<file path="src/rtl/phase_detector_pkg.sv">
// Shared types, record layout and width helpers for the multi-channel phase detector.
package phase_detector_pkg;

  typedef enum logic [1:0] {
    IDLE  = 2'd0,
    COUNT = 2'd1,
    PEND  = 2'd2
  } pd_state_t;

  localparam int unsigned DROP_CNT_W = 8;
  localparam int unsigned TAG_LSB    = 0;

  // Channel-id field width; a single channel still carries a 1-bit id.
  function automatic int unsigned ch_w(input int unsigned num_ch);
    return (num_ch <= 1) ? 1 : $clog2(num_ch);
  endfunction

  // Total record width {ch_id, start_count, phase_tag}.
  function automatic int unsigned data_w(input int unsigned num_ch,
                                         input int unsigned start_w,
                                         input int unsigned phase_w);
    return ch_w(num_ch) + start_w + phase_w;
  endfunction

  // LSB of the start_count field.
  function automatic int unsigned start_lsb(input int unsigned phase_w);
    return TAG_LSB + phase_w;
  endfunction

  // LSB of the ch_id field.
  function automatic int unsigned ch_lsb(input int unsigned phase_w,
                                         input int unsigned start_w);
    return TAG_LSB + phase_w + start_w;
  endfunction

endpackage

</file>
<file path="src/rtl/phase_fifo_sync.sv">
// Single-clock FIFO with registered read data, level and status flags.
module phase_fifo_sync #(
  parameter int unsigned WIDTH     = 8,
  parameter int unsigned DEPTH     = 16,
  parameter int unsigned AE_THRESH = 2,
  localparam int unsigned AW       = $clog2(DEPTH),
  localparam int unsigned LVL_W    = AW + 1
) (
  input  logic             clk,
  input  logic             rst_n,
  input  logic             wr_en,
  input  logic [WIDTH-1:0] wr_data,
  input  logic             rd_en,
  output logic [WIDTH-1:0] rd_data,
  output logic             rd_valid,
  output logic [LVL_W-1:0] level,
  output logic             empty,
  output logic             almost_empty,
  output logic             full
);

  logic [WIDTH-1:0] mem [DEPTH];
  logic [AW-1:0]    wr_ptr_q;
  logic [AW-1:0]    rd_ptr_q;
  logic             do_wr;
  logic             do_rd;
  logic [LVL_W-1:0] level_d;

  // Accept only legal transfers; flags are registered from the next level.
  always_comb begin
    do_wr   = wr_en & ~full;
    do_rd   = rd_en & ~empty;
    level_d = level;
    case ({do_wr, do_rd})
      2'b10:   level_d = level + LVL_W'(1);
      2'b01:   level_d = level - LVL_W'(1);
      default: level_d = level;
    endcase
  end

  // Pointers, read port and status registers.
  always_ff @(posedge clk) begin
    if (!rst_n) begin
      wr_ptr_q     <= '0;
      rd_ptr_q     <= '0;
      rd_data      <= '0;
      rd_valid     <= 1'b0;
      level        <= '0;
      empty        <= 1'b1;
      almost_empty <= 1'b1;
      full         <= 1'b0;
    end else begin
      if (do_wr) wr_ptr_q <= wr_ptr_q + AW'(1);
      if (do_rd) begin
        rd_ptr_q <= rd_ptr_q + AW'(1);
        rd_data  <= mem[rd_ptr_q];
      end
      rd_valid     <= do_rd;
      level        <= level_d;
      empty        <= (level_d == '0);
      almost_empty <= (level_d <= LVL_W'(AE_THRESH));
      full         <= (level_d == LVL_W'(DEPTH));
    end
  end

  // Storage array; contents are don't-care once pointers are reset.
  always_ff @(posedge clk) begin
    if (do_wr) mem[wr_ptr_q] <= wr_data;
  end

endmodule

</file>
<file path="src/rtl/phase_detector_multi_fifo.sv">
// Multi-channel ref-to-channel phase detector feeding a tagged-record FIFO.
module phase_detector_multi_fifo
  import phase_detector_pkg::*;
#(
  parameter int unsigned NUM_CH     = 4,
  parameter int unsigned PHASE_W    = 5,
  parameter int unsigned START_W    = 3,
  parameter int unsigned FIFO_DEPTH = 16,
  parameter int unsigned AE_THRESH  = 2,
  localparam int unsigned CH_W      = ch_w(NUM_CH),
  localparam int unsigned DATA_W    = data_w(NUM_CH, START_W, PHASE_W),
  localparam int unsigned LVL_W     = $clog2(FIFO_DEPTH) + 1
) (
  input  logic                  clk_sample,
  input  logic                  rst,
  input  logic                  clk_in_0,
  input  logic [NUM_CH-1:0]     clk_in,
  input  logic                  clr_ovf,
  input  logic                  rd_en,
  output logic [DATA_W-1:0]     data_out,
  output logic                  rd_valid,
  output logic                  empty,
  output logic                  almost_empty,
  output logic [LVL_W-1:0]      level,
  output logic                  overflow,
  output logic [DROP_CNT_W-1:0] drop_count
);

  localparam int unsigned START_LSB = start_lsb(PHASE_W);
  localparam int unsigned CH_LSB    = ch_lsb(PHASE_W, START_W);
  localparam logic [PHASE_W-1:0] CNT_MAX = '1;

  logic [NUM_CH:0]                   sync1_q, sync2_q, sync3_q;
  logic                              ref_edge;
  logic [NUM_CH-1:0]                 ch_edge;
  logic [START_W-1:0]                ref_count_q;
  logic [NUM_CH-1:0]                 pend;
  logic [NUM_CH-1:0]                 grant;
  logic [NUM_CH-1:0][PHASE_W-1:0]    tag_all;
  logic [NUM_CH-1:0][START_W-1:0]    start_all;
  logic [CH_W-1:0]                   rr_q;
  logic [CH_W-1:0]                   cand;
  logic [CH_W-1:0]                   grant_idx;
  logic                              grant_vld;
  logic                              fifo_full;
  logic                              drop;
  logic [DATA_W-1:0]                 wr_data;

  // Two-flop synchronisers plus an edge-detect stage; bit 0 is the reference.
  always_ff @(posedge clk_sample) begin
    if (!rst) begin
      sync1_q <= '0;
      sync2_q <= '0;
      sync3_q <= '0;
    end else begin
      sync1_q <= {clk_in, clk_in_0};
      sync2_q <= sync1_q;
      sync3_q <= sync2_q;
    end
  end

  assign ref_edge = sync2_q[0] & ~sync3_q[0];
  assign ch_edge  = sync2_q[NUM_CH:1] & ~sync3_q[NUM_CH:1];

  // Reference-edge counter; channels latch the pre-increment value.
  always_ff @(posedge clk_sample) begin
    if (!rst)          ref_count_q <= '0;
    else if (ref_edge) ref_count_q <= ref_count_q + START_W'(1);
  end

  for (genvar i = 0; i < NUM_CH; i++) begin : g_ch
    pd_state_t          state_q, state_d;
    logic [PHASE_W-1:0] cnt_q, cnt_d;
    logic [START_W-1:0] start_q, start_d;

    // Channel state register.
    always_ff @(posedge clk_sample) begin
      if (!rst) begin
        state_q <= IDLE;
        cnt_q   <= '0;
        start_q <= '0;
      end else begin
        state_q <= state_d;
        cnt_q   <= cnt_d;
        start_q <= start_d;
      end
    end

    // Measurement FSM: cnt doubles as the held tag while pending.
    always_comb begin
      state_d = state_q;
      cnt_d   = cnt_q;
      start_d = start_q;
      case (state_q)
        IDLE: begin
          if (ref_edge) begin
            start_d = ref_count_q;
            if (ch_edge[i]) begin
              cnt_d   = '0;
              state_d = PEND;
            end else begin
              cnt_d   = PHASE_W'(1);
              state_d = COUNT;
            end
          end
        end
        COUNT: begin
          if (ch_edge[i]) begin
            state_d = PEND;
          end else if (ref_edge) begin
            cnt_d   = PHASE_W'(1);
            start_d = ref_count_q;
          end else if (cnt_q != CNT_MAX) begin
            cnt_d = cnt_q + PHASE_W'(1);
          end
        end
        PEND: begin
          if (grant[i]) state_d = IDLE;
        end
        default: state_d = IDLE;
      endcase
    end

    assign pend[i]      = (state_q == PEND);
    assign tag_all[i]   = cnt_q;
    assign start_all[i] = start_q;
  end

  // Round-robin arbiter over pending channels, blocked while the FIFO is full.
  always_comb begin
    grant     = '0;
    grant_vld = 1'b0;
    grant_idx = '0;
    cand      = '0;
    for (int unsigned k = 0; k < NUM_CH; k++) begin
      cand = CH_W'((32'(rr_q) + k) % NUM_CH);
      if (!grant_vld && !fifo_full && pend[cand]) begin
        grant_vld   = 1'b1;
        grant_idx   = cand;
        grant[cand] = 1'b1;
      end
    end
  end

  // Pointer moves past the winner so it has lowest priority next time.
  always_ff @(posedge clk_sample) begin
    if (!rst) begin
      rr_q <= '0;
    end else if (grant_vld) begin
      rr_q <= (grant_idx == CH_W'(NUM_CH - 1)) ? '0 : grant_idx + CH_W'(1);
    end
  end

  // Assemble the record for the granted channel.
  always_comb begin
    wr_data = '0;
    wr_data[CH_LSB +: CH_W]       = grant_idx;
    wr_data[START_LSB +: START_W] = start_all[grant_idx];
    wr_data[TAG_LSB +: PHASE_W]   = tag_all[grant_idx];
  end

  assign drop = ref_edge & (|pend);

  // Sticky overflow and saturating drop counter; a drop beats a clear.
  always_ff @(posedge clk_sample) begin
    if (!rst) begin
      overflow   <= 1'b0;
      drop_count <= '0;
    end else if (drop) begin
      overflow <= 1'b1;
      if (clr_ovf)                drop_count <= DROP_CNT_W'(1);
      else if (drop_count != '1)  drop_count <= drop_count + DROP_CNT_W'(1);
    end else if (clr_ovf) begin
      overflow   <= 1'b0;
      drop_count <= '0;
    end
  end

  phase_fifo_sync #(
    .WIDTH    (DATA_W),
    .DEPTH    (FIFO_DEPTH),
    .AE_THRESH(AE_THRESH)
  ) u_fifo (
    .clk         (clk_sample),
    .rst_n       (rst),
    .wr_en       (grant_vld),
    .wr_data     (wr_data),
    .rd_en       (rd_en),
    .rd_data     (data_out),
    .rd_valid    (rd_valid),
    .level       (level),
    .empty       (empty),
    .almost_empty(almost_empty),
    .full        (fifo_full)
  );

endmodule

</file>
<file path="config.mk">
export PLATFORM = sky130hd
export DESIGN_NAME = phase_detector_multi_fifo
export DESIGN_NICKNAME = d
export VERILOG_FILES = /design/src/rtl/phase_detector_pkg.sv /design/src/rtl/phase_fifo_sync.sv /design/src/rtl/phase_detector_multi_fifo.sv
export SDC_FILE = /design/constraint.sdc
export NUM_CORES = 1
export LEC_CHECK = 0
export CAP_MARGIN = 20
export CORE_ASPECT_RATIO = 0.5
export CORE_MARGIN = 5
export CORE_UTILIZATION = 61
export CTS_BUF_LIST = sky130_fd_sc_hd__clkbuf_8 sky130_fd_sc_hd__clkbuf_16
export CTS_CLUSTER_DIAMETER = 30
export DETAILED_ROUTE_END_ITERATION = 10
export PLACE_DENSITY = 0.78
export SLEW_MARGIN = 40
export SYNTH_ARGS = -nofsm -noshare
export SYNTH_HDL_FRONTEND = slang
export SYNTH_SLANG_ARGS = --single-unit
</file>
<file path="constraint.sdc">
create_clock -name clk_sample -period 5.5 [get_ports clk_sample]
set_clock_uncertainty 0.1 [all_clocks]
set_input_delay 1.1 -clock clk_sample [delete_from_list [all_inputs] [get_ports clk_sample]]
set_output_delay 1.1 -clock clk_sample [all_outputs]
set_load 0.02 [all_outputs]
</file>
==> reports/metrics.csv, run 1 <==
metric,value,unit
synth_top_family_by_area,multiplexers,
crit_start,rr_q[0],
grtUsageTotal,24.6,%
cts_tree,done,
dp.final_hpwl,14400,µm
synthCells,781,
cpPeakStageDelay,0.62,ns
crit_arrival,5.32,ns
core_area,17400,µm²
hold_path_class,reg2reg,
cp_top_family,compound AO/OA/AOI/OAI gates,
hold_violations,0,
grt_pass1_vias,6864,
rsz0062_at_grt,no,
cts_root_buf,clkbuf_16,
n_antenna_cell,0,
grt_max_degree,50,
critPathKind,reg2reg,
crit_path_max_fanout,14,
p_leak,4.55,nW
area_growth,16.1,%
synth_cell_type_count,53,
synth_fp_nets,814,
portBuffers,35,
synthesis.area,10900,µm²
clkSinkCount,256,
rows,34,
gr-total-overflow,0,
ff2ff_path_depth,15,
status,finished clean,
startpoint_type,flip-flop,
viasPerCell,6.24,
io_pins,36,
synth-simple-area-share,10.6,%
drive_gt1_share,16.8,%
synth_compound_area_share,5.49,%
fillCellCount,1097,
path_clk_slew,0.05,ns
ys_seq_area_share,61.9,%
routed_wl,25000,µm
clockBufferDepth,3,
die_h,104,µm
synthXorXnorAreaFrac,1.93,%
postCtsHoldBufs,0,
cp_num_cells,15,
max-vdd-ir-drop,299,µV
rrSetupSlack,0.53,ns
crit_end,u_fifo.full,
period_share,90.4,%
ys.warnings.count,0,
synth-seq-cells,256,
post_drt_wl_per_cell,22.8,µm
grt_pass1_wl,39500,µm
cts-htree-levels,1,
ant_nets,0,
worstPathRequired,5.85,ns
synthAdderAreaFrac,2.76,%
setup_viol,0,
slowest_stage,dfxtp_1,
yosysMostFrequentCell,edfxtp_1,
insertion_delay,0.55,ns
antenna_found_initial,0,
cts_buffers,31,
synth_area_per_cell,13.9,µm²
drv_slew,0,
p_per_area,416,nW/µm²
start_util,62.3,%
worst_pin_slew,0.809,ns
cts.repair.resized,0,
timing.max_cap.violations,0,
endpoint_kind,flip-flop,
remaining_drc_errors,0,
whs,0.330,ns
synthTopCellsByCount,"edfxtp_1 (160), dfxtp_1 (96), nor2_1 (86)",
synth_ff_type,edfxtp_1,
fmax,0.201,GHz
drt-pass1-iter-count,6,
drt-initial-drc-count,707,
async_flop_share,0,%
yosysTopAreaCell,edfxtp_1,
crit_chain,"inv_1, ha_1, mux4_2, o211a_1, a31o_2, inv_1, ha_1, xor2_1, ha_1, a21boi_0, o221ai_1, a21o_1, a21oi_1, xor2_1, nor3b_1",
dieArea,20700,µm²
fin_crit,4.97,ns
timing.slew.headroom,46.0,%
synth_edf_count,160,
post_cts_buffers,0,
muxShareOfSynthArea,15.1,%
fin_setup_tns,0,ns
cp.buffers_inverters,2,
r2r-end,u_fifo.full,
die_x,199,µm
nNetsFinal,873,
synth_top_area_share,44.2,%
synth_area_leaders,"edfxtp_1 (44%), dfxtp_1 (18%), mux4_2 (11%)",
cpMostUsedCell,ha_1,
vias,6845,
gp_congestion,0.851,
r2r-start,rr_q[0],
==> registers in the layout, summed over array words and instances (netlist names) <==
name,flops
u_fifo.level,5
g_ch.state_q,8
u_fifo.rd_data,10
g_ch.cnt_q,20
u_fifo.rd_valid,1
u_fifo.empty,1
u_fifo.mem,160
rr_q,2
u_fifo.full,1
sync1_q,5
sync3_q,5
sync2_q,5
drop_count,8
ref_count_q,3
u_fifo.almost_empty,1
u_fifo.wr_ptr_q,4
u_fifo.rd_ptr_q,4
overflow,1
g_ch.start_q,12
==> cell families after synthesis <==
kind of cell / count (synthesis)
flops: 256
mux: 100
fa+ha+maj: 24
buf+inv: 55
compound gates: 84
xor+xnor: 24
simple gates: 238
==> power breakdown <==
group | switching (mW) | total (mW) | internal [mW]
combinational | 0.494 | 0.916 | 0.422
sequential | 0.125 | 2.30 | 2.17
clock | 0.832 | 2.03 | 1.20
==> stage by stage <==
stage               util (%)  setup WS, ns  instances  total power, mW  cell area (µm²)
floorplan                  -          1.11        781             2.95            10900
global placement        66.3         0.788       1041             3.20            11600
detailed placement      66.4         0.679       1041             3.23            11600
CTS                     72.3         0.612       1097             5.27            12600
global route            72.3         0.218       1097             5.46            12600
finish                  72.3         0.531       1097             5.25            12600
==> how the worst min path moves through the flow <==
| stage | start | endpoint | slack [ns] | depth (start not counted) |
|---|---|---|---|---|
| floorplan | sync1_q[0] | sync2_q[0] | 0.31 | 1 |
| global placement | sync1_q[2] | sync2_q[2] | 0.32 | 1 |
| detailed placement | sync1_q[3] | sync2_q[3] | 0.32 | 1 |
| CTS | sync1_q[3] | sync2_q[3] | 0.33 | 1 |
| global route | sync1_q[4] | sync2_q[4] | 0.34 | 1 |
| finish | sync1_q[3] | sync2_q[3] | 0.33 | 1 |
==> cell type report <==
cell class                 count  area (µm²)  area share, %
clock buffer                  32         790           6.26
clock inverter                24         245           1.94
tap                          234         293           2.32
inverter                      15        56.3          0.446
multi-input combinational    470        3920           31.0
sequential                   256        6740           53.4
timing repair buffer          66         583           4.62
==> routing by layer <==
metal	routed length [µm]	GRT usage (%)
met1	10100	34.8
met3	2220	4.76
met5	0	0
met4	460	5.56
met2	12200	40.0
==> cell usage in the layout, fill, tap and decap left out, types with 9 or more instances in the layout <==
master,n
nand2_1,52
and2_1,16
xor2_1,19
nor2_1,86
dfxtp_1,93
o21ai_0,15
mux4_2,51
inv_1,19
mux2i_1,49
nor2b_1,10
clkbuf_16,31
and3_1,11
a221oi_1,9
ha_1,24
clkdlybuf4s50_1,35
nand2b_1,20
edfxtp_1,160
a21oi_1,19
buf_4,31
Power figures use the tool's default switching activity.
==> run 2: changes to the inputs <==
--- a/config.mk
+++ b/config.mk
@@ -5,14 +5,15 @@
 export SDC_FILE = /design/constraint.sdc
 export NUM_CORES = 1
 export LEC_CHECK = 0
+export ABC_AREA = 1
 export CAP_MARGIN = 20
 export CORE_ASPECT_RATIO = 0.5
 export CORE_MARGIN = 5
-export CORE_UTILIZATION = 61
+export CORE_UTILIZATION = 30
 export CTS_BUF_LIST = sky130_fd_sc_hd__clkbuf_8 sky130_fd_sc_hd__clkbuf_16
 export CTS_CLUSTER_DIAMETER = 30
 export DETAILED_ROUTE_END_ITERATION = 10
-export PLACE_DENSITY = 0.78
+export PLACE_DENSITY = 0.44
 export SLEW_MARGIN = 40
 export SYNTH_ARGS = -nofsm -noshare
 export SYNTH_HDL_FRONTEND = slang
==> run 2 against run 1 <==
  * Sequential share of layout area is 4.0 points lower
  * Register-to-register slack gained 0.82 ns
  * Die area rose by 100%
  * Clock power is 26% higher
  * Power up 70%
  * Clock-buffer cell count rose by 13
  * Worst hold slack got worse by 0.028 ns
  * Non-clock buffer count shrank 23
  * Synthesized cell count up 51%
==> reports/metrics.csv, run 2 <==
metric,value,unit,change
startpoint_type,flip-flop,,
portBuffers,35,,unchanged
io_pins,36,,unchanged
ant_nets,0,,unchanged
insertion_delay,0.54,ns,about the same
clockBufferDepth,3,,unchanged
p_leak,5.36,nW,+18%
grt_max_degree,83,,+66%
cts_buffers,44,,+42%
ys.warnings.count,0,,unchanged
endpoint_kind,flip-flop,,
yosysMostFrequentCell,nor2_1,,
clkSinkCount,256,,unchanged
p_int,5.45,mW,+43%
remaining_drc_errors,0,,unchanged
critPathKind,reg2reg,,
cts-htree-levels,2,,+1
viasPerCell,4.84,,-22%
whs,0.303,ns,-0.0277 ns
largest_reg_flops,160,,unchanged
crit_path_max_fanout,12,,-2
routed_wl,30300,µm,+21%
dp.final_hpwl,18900,µm,+31%
path_clk_slew,0.05,ns,about the same
max-vdd-ir-drop,417,µV,+39%
cts_root_buf,clkbuf_16,,
fillCellCount,3723,,+240%
cts_tree,done,,
final_util,36.4,%,-36 points
multiInputGateArea,3910,µm²,about the same
gp_congestion,0.827,,-2.9%
timing.slew.headroom,50.1,%,+4.1 points
hold_violations,0,,unchanged
synth_cell_type_count,44,,-17%
worstPathRequired,5.87,ns,+0.02 ns
rsz0062_at_grt,no,,
n_antenna_cell,0,,unchanged
power_switching,3.47,mW,+140%
dieArea,42300,µm²,+100%
swShare,38.9,%,+11 points
drt-pass1-iter-count,7,,+1
hold_path_class,reg2reg,,
gr-total-overflow,0,,unchanged
final_cell_mix,"nor2_1 (171), edfxtp_1 (160), inv_1 (141)",,
timing.max_cap.violations,0,,unchanged
rrSetupSlack,1.35,ns,+0.82 ns
synth_fp_nets,1215,,+49%
seq_area,6730,µm²,-0.11%
drt-initial-drc-count,546,,-23%
synth_top_area_share,42.1,%,-2.1 points
seqPwrFrac,35.9,%,-7.9 points
synthCells,1182,,+51%
pwr-share-comb,35.3,%,+18 points
synth_ff_type,edfxtp_1,,
nNetsFinal,1257,,+44%
synth_area_leaders,"edfxtp_1 (42%), dfxtp_1 (17%), nor2_1 (5.7%)",,
core_area,37500,µm²,+110%
synthTopCellsByCount,"nor2_1 (172), edfxtp_1 (160), nand2_1 (137)",,
grt_pass1_vias,8312,,+21%
postCtsHoldBufs,0,,unchanged
async_flop_share,0,%,unchanged
die_x,286,µm,+44%
vias,8482,,+24%
drive_gt1_share,10.0,%,-6.8 points
synth_area_per_cell,9.65,µm²,-31%
post_drt_wl_per_cell,17.3,µm,-24%
drv_slew,0,,unchanged
cts.repair.resized,0,,unchanged
rows,50,,+47%
setup_viol,0,,unchanged
synthesis.area,11400,µm²,+5.0%
synth_edf_count,160,,unchanged
fmax,0.241,GHz,+20%
worst_pin_slew,0.747,ns,-0.0624 ns
post_cts_buffers,0,,unchanged
start_util,30.5,%,-32 points
antenna_found_initial,0,,unchanged
area_growth,19.4,%,
status,finished clean,,
fin_setup_tns,0,ns,unchanged
fin_crit,4.15,ns,-0.818 ns
crit_arrival,4.52,ns,-0.80 ns
final_common_cell,nor2_1,,
period_share,75.5,%,-15 points
grt_pass1_wl,48000,µm,+22%
synth-seq-cells,256,,unchanged
yosysTopAreaCell,edfxtp_1,,
top_register,u_fifo.mem,,
ys_seq_area_share,58.9,%,-3.0 points
p_per_area,655,nW/µm²,+57%
power_frac_clock,28.7,%,-10 points
die_h,148,µm,+42%
top_regs,"u_fifo.mem: 160 flops, g_ch.cnt_q: 20 flops, g_ch.start_q: 12 flops",,
grtUsageTotal,14.3,%,-10 points
-- run 2: cell count changes in the layout (fill, tap and decap cells not counted), moves of 51 or more --
cell,previous run,this run
nand2_1,52,137
mux4_2,51,0
nor2_1,86,171
o21ai_0,15,123
inv_1,19,141
nand3_1,7,79
-- run 2: worst paths after layout --
check	from	to	cells after the start
setup / recovery	rr_q[0]	u_fifo.full	19
hold / removal	sync1_q[3]	sync2_q[3]	2
setup reg to reg	rr_q[0]	u_fifo.full	19
hold reg to reg	sync1_q[3]	sync2_q[3]	2
-- run 2: final cells by class --
cell class / count / area share (%)
Clock inverter: 37 / 2.00
Tap cell: 494 / 4.54
Sequential cell: 256 / 49.4
Multi-Input combinational cell: 733 / 28.7
Inverter: 146 / 4.10
Timing Repair Buffer: 43 / 3.00
Clock buffer: 45 / 8.27
-- run 2: layer usage --
layer  wire length (µm)  GRT usage, %  vias to the layer above
met5                  0             0                        -
met4                733          4.36                        0
met3               1350          2.73                       55
met2              14000          23.6                      171
met1              14200          19.3                     4101
li1                   -             -                     4155
-- run 2: power by group through the flow --
stage | Sequential [mW] | Clock, mW | Combinational (mW)
2_1_floorplan | 3.22 | 0 | 2.12
3_3_place_gp | 3.23 | 0 | 3.13
3_5_place_dp | 3.24 | 0 | 3.18
4_1_cts | 3.20 | 2.63 | 3.20
5_1_grt | 3.24 | 2.74 | 3.53
6_report | 3.20 | 2.56 | 3.15
-- run 2: kinds of logic (layout without fill, tap and decap cells) --
group	after synthesis	in the layout	share of synthesized area (%)
AOI/OAI and AO/OA	242	242	12.3
DFF	256	256	58.9
xor gates and xnor gates	11	11	0.844
and+or+nand+nor	456	456	18.5
buffers and inverters	193	271	6.79
adders and majority gates	24	24	2.63
-- run 2: worst max-delay path: stages, from the launching register on --
cell and delay, ns:
dfxtp_1 0.73, inv_8 0.11, ha_1 0.38, inv_1 0.11, nand3_2 0.10, nand2_2 0.12, nand4_4 0.19, nand4_2 0.23
inv_1 0.27, ha_1 0.32, xor2_1 0.22, ha_1 0.19, inv_1 0.04, nand2_1 0.10, a31oi_1 0.12, xnor2_1 0.16
nand2_1 0.06, o21ai_0 0.13, or2_2 0.32, nor2_1 0.09
-- run 2: stage by stage --
stage,power [mW],setup slack [ns],area [µm²],instances
final,8.92,1.35,13600,1754
after global routing,9.51,1.01,13600,1754
after CTS,9.03,1.37,13600,1754
after detailed placement,6.42,1.39,12200,1672
after global placement,6.36,1.60,12200,1672
after floorplan,5.33,2.13,11400,1182
